<file path="config.mk">
export PLATFORM = sky130hd
export DESIGN_NAME = regfile_writeback
export DESIGN_NICKNAME = d
export VERILOG_FILES = /design/src/rtl/regfile_writeback.sv
export SDC_FILE = /design/constraint.sdc
export NUM_CORES = 1
export LEC_CHECK = 0
export CORE_MARGIN = 1
export CORE_UTILIZATION = 36
export DETAILED_ROUTE_END_ITERATION = 16
export DONT_BUFFER_PORTS = 1
export PLACE_DENSITY = 0.5
export SKIP_LAST_GASP = 1
export SYNTH_ARGS = -nofsm -noshare
export SYNTH_HDL_FRONTEND = slang
export SYNTH_SLANG_ARGS = --single-unit
</file>
<file path="constraint.sdc">
create_clock -name clk -period 2.6 [get_ports clk]
set_input_delay 0 -clock clk [delete_from_list [all_inputs] [get_ports clk]]
set_output_delay 0 -clock clk [all_outputs]
set_load 0.05 [all_outputs]
</file>
<file path="src/rtl/regfile_writeback.sv">
// regfile_writeback
//   Owns the register-file write port (WE3/AD3/WD3). Single-cycle ALU results
//   take absolute priority; long-latency results wait in a small in-order FIFO
//   and drain whenever the ALU slot is free. A busy scoreboard tracks rd
//   targets whose long-latency result has not yet been committed.
module regfile_writeback #(
  parameter int ADDRESS_WIDTH = 5,
  parameter int DATA_WIDTH    = 32,
  parameter int FIFO_DEPTH    = 4
) (
  input  logic                               clk,
  input  logic                               rst_n,
  input  logic                               alu_valid,
  input  logic [ADDRESS_WIDTH-1:0]           alu_rd,
  input  logic [DATA_WIDTH-1:0]              alu_data,
  input  logic                               lsu_valid,
  output logic                               lsu_ready,
  input  logic [ADDRESS_WIDTH-1:0]           lsu_rd,
  input  logic [DATA_WIDTH-1:0]              lsu_data,
  input  logic                               iss_valid,
  input  logic [ADDRESS_WIDTH-1:0]           iss_rd,
  output logic [(2**ADDRESS_WIDTH)-1:0]      busy,
  output logic [$clog2(FIFO_DEPTH+1)-1:0]    fifo_count,
  output logic                               WE3,
  output logic [ADDRESS_WIDTH-1:0]           AD3,
  output logic [DATA_WIDTH-1:0]              WD3
);

  localparam int NUM_REGS = 2**ADDRESS_WIDTH;
  localparam int PTR_W    = $clog2(FIFO_DEPTH);
  localparam int CNT_W    = $clog2(FIFO_DEPTH+1);

  localparam logic [CNT_W-1:0]         CNT_ONE  = CNT_W'(1);
  localparam logic [CNT_W-1:0]         CNT_FULL = CNT_W'(FIFO_DEPTH);
  localparam logic [PTR_W-1:0]         PTR_ONE  = PTR_W'(1);
  localparam logic [ADDRESS_WIDTH-1:0] RD_ZERO  = '0;

  // FIFO storage and bookkeeping
  logic [ADDRESS_WIDTH-1:0] rd_mem_q   [FIFO_DEPTH];
  logic [DATA_WIDTH-1:0]    data_mem_q [FIFO_DEPTH];
  logic [PTR_W-1:0]         wr_ptr_q, wr_ptr_d;
  logic [PTR_W-1:0]         rd_ptr_q, rd_ptr_d;
  logic [CNT_W-1:0]         count_q,  count_d;

  // Write-port registers; from_fifo_q remembers the source of the current write
  logic                     we3_q, we3_d;
  logic [ADDRESS_WIDTH-1:0] ad3_q, ad3_d;
  logic [DATA_WIDTH-1:0]    wd3_q, wd3_d;
  logic                     from_fifo_q, from_fifo_d;

  // Scoreboard
  logic [NUM_REGS-1:0]      busy_q, busy_d;

  logic                     push_s;
  logic                     pop_s;
  logic                     alu_take_s;
  logic [ADDRESS_WIDTH-1:0] head_rd_s;
  logic [DATA_WIDTH-1:0]    head_data_s;

  // Ready depends on the registered count only, so a full FIFO refuses a push
  // even when it pops on the same edge.
  assign lsu_ready   = (count_q < CNT_FULL);
  assign push_s      = lsu_valid && lsu_ready;
  // An ALU result targeting x0 is discarded and leaves the slot free for a pop.
  assign alu_take_s  = alu_valid && (alu_rd != RD_ZERO);
  // Uses the pre-edge count, so an entry pushed into an empty FIFO waits a cycle.
  assign pop_s       = !alu_take_s && (count_q != '0);
  assign head_rd_s   = rd_mem_q[rd_ptr_q];
  assign head_data_s = data_mem_q[rd_ptr_q];

  assign fifo_count  = count_q;
  assign busy        = busy_q;
  assign WE3         = we3_q;
  assign AD3         = ad3_q;
  assign WD3         = wd3_q;

  // FIFO pointer and occupancy next-state
  always_comb begin
    wr_ptr_d = wr_ptr_q;
    rd_ptr_d = rd_ptr_q;
    count_d  = count_q;
    if (push_s) begin
      wr_ptr_d = wr_ptr_q + PTR_ONE;
    end else begin
      wr_ptr_d = wr_ptr_q;
    end
    if (pop_s) begin
      rd_ptr_d = rd_ptr_q + PTR_ONE;
    end else begin
      rd_ptr_d = rd_ptr_q;
    end
    case ({push_s, pop_s})
      2'b10:   count_d = count_q + CNT_ONE;
      2'b01:   count_d = count_q - CNT_ONE;
      default: count_d = count_q;
    endcase
  end

  // Write-port select: ALU first, then FIFO head, otherwise idle with AD3/WD3 held
  always_comb begin
    we3_d       = 1'b0;
    ad3_d       = ad3_q;
    wd3_d       = wd3_q;
    from_fifo_d = 1'b0;
    if (alu_take_s) begin
      we3_d       = 1'b1;
      ad3_d       = alu_rd;
      wd3_d       = alu_data;
      from_fifo_d = 1'b0;
    end else if (pop_s) begin
      we3_d       = (head_rd_s != RD_ZERO);
      ad3_d       = head_rd_s;
      wd3_d       = head_data_s;
      from_fifo_d = 1'b1;
    end else begin
      we3_d       = 1'b0;
      ad3_d       = ad3_q;
      wd3_d       = wd3_q;
      from_fifo_d = 1'b0;
    end
  end

  // Scoreboard next-state: a FIFO write commits (clears), a new issue sets; set wins
  always_comb begin
    busy_d = busy_q;
    if (we3_q && from_fifo_q) begin
      busy_d[ad3_q] = 1'b0;
    end else begin
      busy_d = busy_q;
    end
    if (iss_valid && (iss_rd != RD_ZERO)) begin
      busy_d[iss_rd] = 1'b1;
    end else begin
      busy_d[0] = 1'b0;
    end
    busy_d[0] = 1'b0;
  end

  // FIFO entry storage, written at the tail on every accepted push
  always_ff @(posedge clk or negedge rst_n) begin
    if (!rst_n) begin
      for (int i = 0; i < FIFO_DEPTH; i++) begin
        rd_mem_q[i]   <= '0;
        data_mem_q[i] <= '0;
      end
    end else if (push_s) begin
      rd_mem_q[wr_ptr_q]   <= lsu_rd;
      data_mem_q[wr_ptr_q] <= lsu_data;
    end else begin
      rd_mem_q[wr_ptr_q]   <= rd_mem_q[wr_ptr_q];
      data_mem_q[wr_ptr_q] <= data_mem_q[wr_ptr_q];
    end
  end

  // State registers: FIFO control, write port and scoreboard
  always_ff @(posedge clk or negedge rst_n) begin
    if (!rst_n) begin
      wr_ptr_q    <= '0;
      rd_ptr_q    <= '0;
      count_q     <= '0;
      we3_q       <= 1'b0;
      ad3_q       <= '0;
      wd3_q       <= '0;
      from_fifo_q <= 1'b0;
      busy_q      <= '0;
    end else begin
      wr_ptr_q    <= wr_ptr_d;
      rd_ptr_q    <= rd_ptr_d;
      count_q     <= count_d;
      we3_q       <= we3_d;
      ad3_q       <= ad3_d;
      wd3_q       <= wd3_d;
      from_fifo_q <= from_fifo_d;
      busy_q      <= busy_d;
    end
  end

endmodule

</file>
==> results.tsv <==
stage	metric	value	unit
run_status	status	finished, violations left	
run_status	violations	negative hold slack	
floorplanning	num_io_pins	158	
global_route	grt_pass1_wl	45.85	mm
sta	hold_violations	225	
global_route	grt_max_degree	226	
clock_network	cts_resized	0	
hold_path	hold_path_class	input port to asynchronous set/reset pin	
sta	drv_slew	0	
synthesis	ys_seq_elements	225	
clock_network	clkLatencyLatePin	0.54	ns
flow_run	timing.max_cap.violations	0	
detailed_routing	wl_per_cell	19.61	µm
layout	fin_nets	1135	
power_and_ir_drop	p_per_area	1380	nW/µm²
clock_network	cts_sinks	225	
clock_network	clk_pin_slew_worst_paths	0.06	ns
place	portBuffers	0	
sta	fin_setup_tns	0	ns
synthesis	synthCells	971	
critical_path	cp_num_buf_inv	1	
sta	rsz0062_at_grt	false	
global_route	antenna_found_initial	0	
sta	fin_crit_sh	90.23	%
detailed_routing	first_pass_iters	4	
clock_network	clock_path_buffers	3	
sta	setup_viol	0	
floorplanning	rows	62	
place	dp_hpwl	17.02	mm
sta	whs	-0.8483	ns
sta	max_freq	426.3	MHz
floorplanning	coreArea	28940	µm²
floorplanning	die_y	174.2	µm
layout	final_common_cell	dfrtp_1	
floorplanning	dieArea	30340	µm²
floorplanning	start_util	36.88	%
place	gp_congestion	0.7907	
critical_path	startpoint_type	flop	
clock_network	htreeDepth	1	
global_route	grt_pass1_vias	7957	
detailed_routing	vias	7720	
sta	timing.final.crit_period	2.346	ns
power_and_ir_drop	ir_worst_vdd	0.0005802	V
floorplanning	die_width	174.2	µm
detailed_routing	drt-initial-drc-count	527	
clock_network	cts_tree	built	
layout	layout-drive-gt1-share	15.16	%
critical_path	crit_required	3.02	ns
power_and_ir_drop	p_leak	5.042	nW
global_route	overflow	0	
layout	mostFrequentLayoutCells	220 x dfrtp_1, 188 x nor2_1, 148 x a21oi_1	
critical_path	cp.arrival	2.76	ns
global_route	grt_usage	19.12	%
layout	area_growth	20.88	%
synthesis	avgSynthCellArea	10.99	µm²
sta	max_slew_margin	44.42	%
detailed_routing	drt-vias-per-instance	5.339	
critical_path	end_kind	flop	
clock_network	cts_made_buffers	26	
layout	antenna_cells	0	
critical_path	crit_path_frequent_cell	o21ai_0	
synthesis	synth_fp_nets	1061	
critical_path	crit_chain	nand4b_1, o21ai_0, o21ai_0, dlygate4sd3_1	
critical_path	crit_path_max_incr_delay	0.72	ns
critical_path	path_delay_family	flip-flops	
synthesis	syn_area	10670	µm²
clock_network	postCtsSetupBuffers	0	
synthesis	yosysSeqAreaShare	52.76	%
critical_path	worst-path-max-fanout	8	
clock_network	hold_buffers	88	
sta	tightest_slew	0.8337	ns
detailed_routing	post-route-drc-count	0	
layout	fill_cells	2697	
synthesis	ys_warn_count	0	
critical_path	critPathKind	flop to flop	
synthesis	synthDistinctLibCells	33	
detailed_routing	ant_nets	0	
clock_network	clockRootBuffer	clkbuf_16	
critical_path	cpMaxStageDelayCell	dfrtp_1	
detailed_routing	drt-total-wl	28.35	mm
sta	fin_skew	0.02182	ns
## logic make-up (layout without fill, tap and decap cells)
kind of cell               Yosys count  in the layout  synth area share, %
xor gates and xnor gates             6              6               0.4924
AOI/OAI and AO/OA                  249            249                12.14
and+or+nand+nor                    293            293                11.17
DFF                                225            225                52.76
other                                1              1              0.03514
adders and majority gates            6              6               0.7738
muxes                              114            114                19.52
buffers and inverters               77            168                3.107
## report_power, final
| part | switching (W) | internal (W) |
|---|---|---|
| Clock | 0.00145 | 0.00222 |
| Sequential | 0.00268 | 0.00481 |
| Combinational | 0.00369 | 0.00296 |
## registers in the layout (all words and copies together) (netlist names)
register	cells
from_fifo_q	1
rd_mem_q	20
WE3	1
busy	31
data_mem_q	128
rd_ptr_q	2
fifo_count	3
AD3	5
wr_ptr_q	2
WD3	32
## routing by layer
layer	up-vias	share of wire [%]	GRT usage [%]
met5	-	0	0
met4	0	1.8	4.276
met3	35	5.2	3.543
met2	198	47	31.00
met1	3863	46	26.65
li1	3624	-	-
## worst paths after layout
path	start	endpoint	slack [ns]	cells past startpoint
max reg2reg	AD3[0]	busy[17]	0.25	4
min	rst_n	busy[12]	-0.85	0
max	AD3[0]	busy[17]	0.25	4
max in group asynchronous	rst_n	wr_ptr_q[1]	3.04	0
min reg2reg	data_mem_q[38]	data_mem_q[38]	0.54	2
min in group clk	alu_valid	AD3[3]	0.15	2
## cell type report
type	instances	area, µm²	share of cell area [%]
clock buffers	37	762.0	5.907
clock inverters	8	101.3	0.7856
inverters	6	26.28	0.2037
multi-input cells	669	4745	36.78
flip-flops and latches	225	5637	43.70
well taps	384	480.5	3.725
repair buffers	117	1149	8.904
## per-stage QoR
step | worst slack [ns] | total power (W) | cells | util [%] | instance area (µm²)
2_1_floorplan | 0.06220 | 0.01220 | 971 | - | 10680
3_3_place_gp | 0.4451 | 0.01405 | 1313 | 38.55 | 11160
3_5_place_dp | 0.4679 | 0.01416 | 1313 | 38.55 | 11160
4_1_cts | 0.2513 | 0.01804 | 1446 | 44.58 | 12900
5_1_grt | 0.1335 | 0.01899 | 1446 | 44.58 | 12900
6_report | 0.2540 | 0.01781 | 1446 | 44.58 | 12900
## synth_stat cells, drive strengths merged
master    n  share of area (%)
nand3b    8               0.56
buf      23                1.2
nand4b    2               0.16
clkbuf   48                1.7
a31oi    36                2.1
xnor2     4               0.33
a21oi   148                6.9
nand4     1              0.059
ha        5               0.59
nor3      1              0.094
a22o      1              0.082
or3b      4               0.33
nand3     5               0.23
dfrtp   225                 53
nor2    188                6.6
conb      1              0.035
inv       6               0.21
nand2    78                2.7
o21ai    64                3.0
xor2      2               0.16
or4       2               0.14
and2      1              0.059
mux2i    38                3.6
mux4     74                 16
or3       3               0.18
mux2      2               0.21
fa        1               0.19
Note: power is estimated with default switching activity, not from simulation.
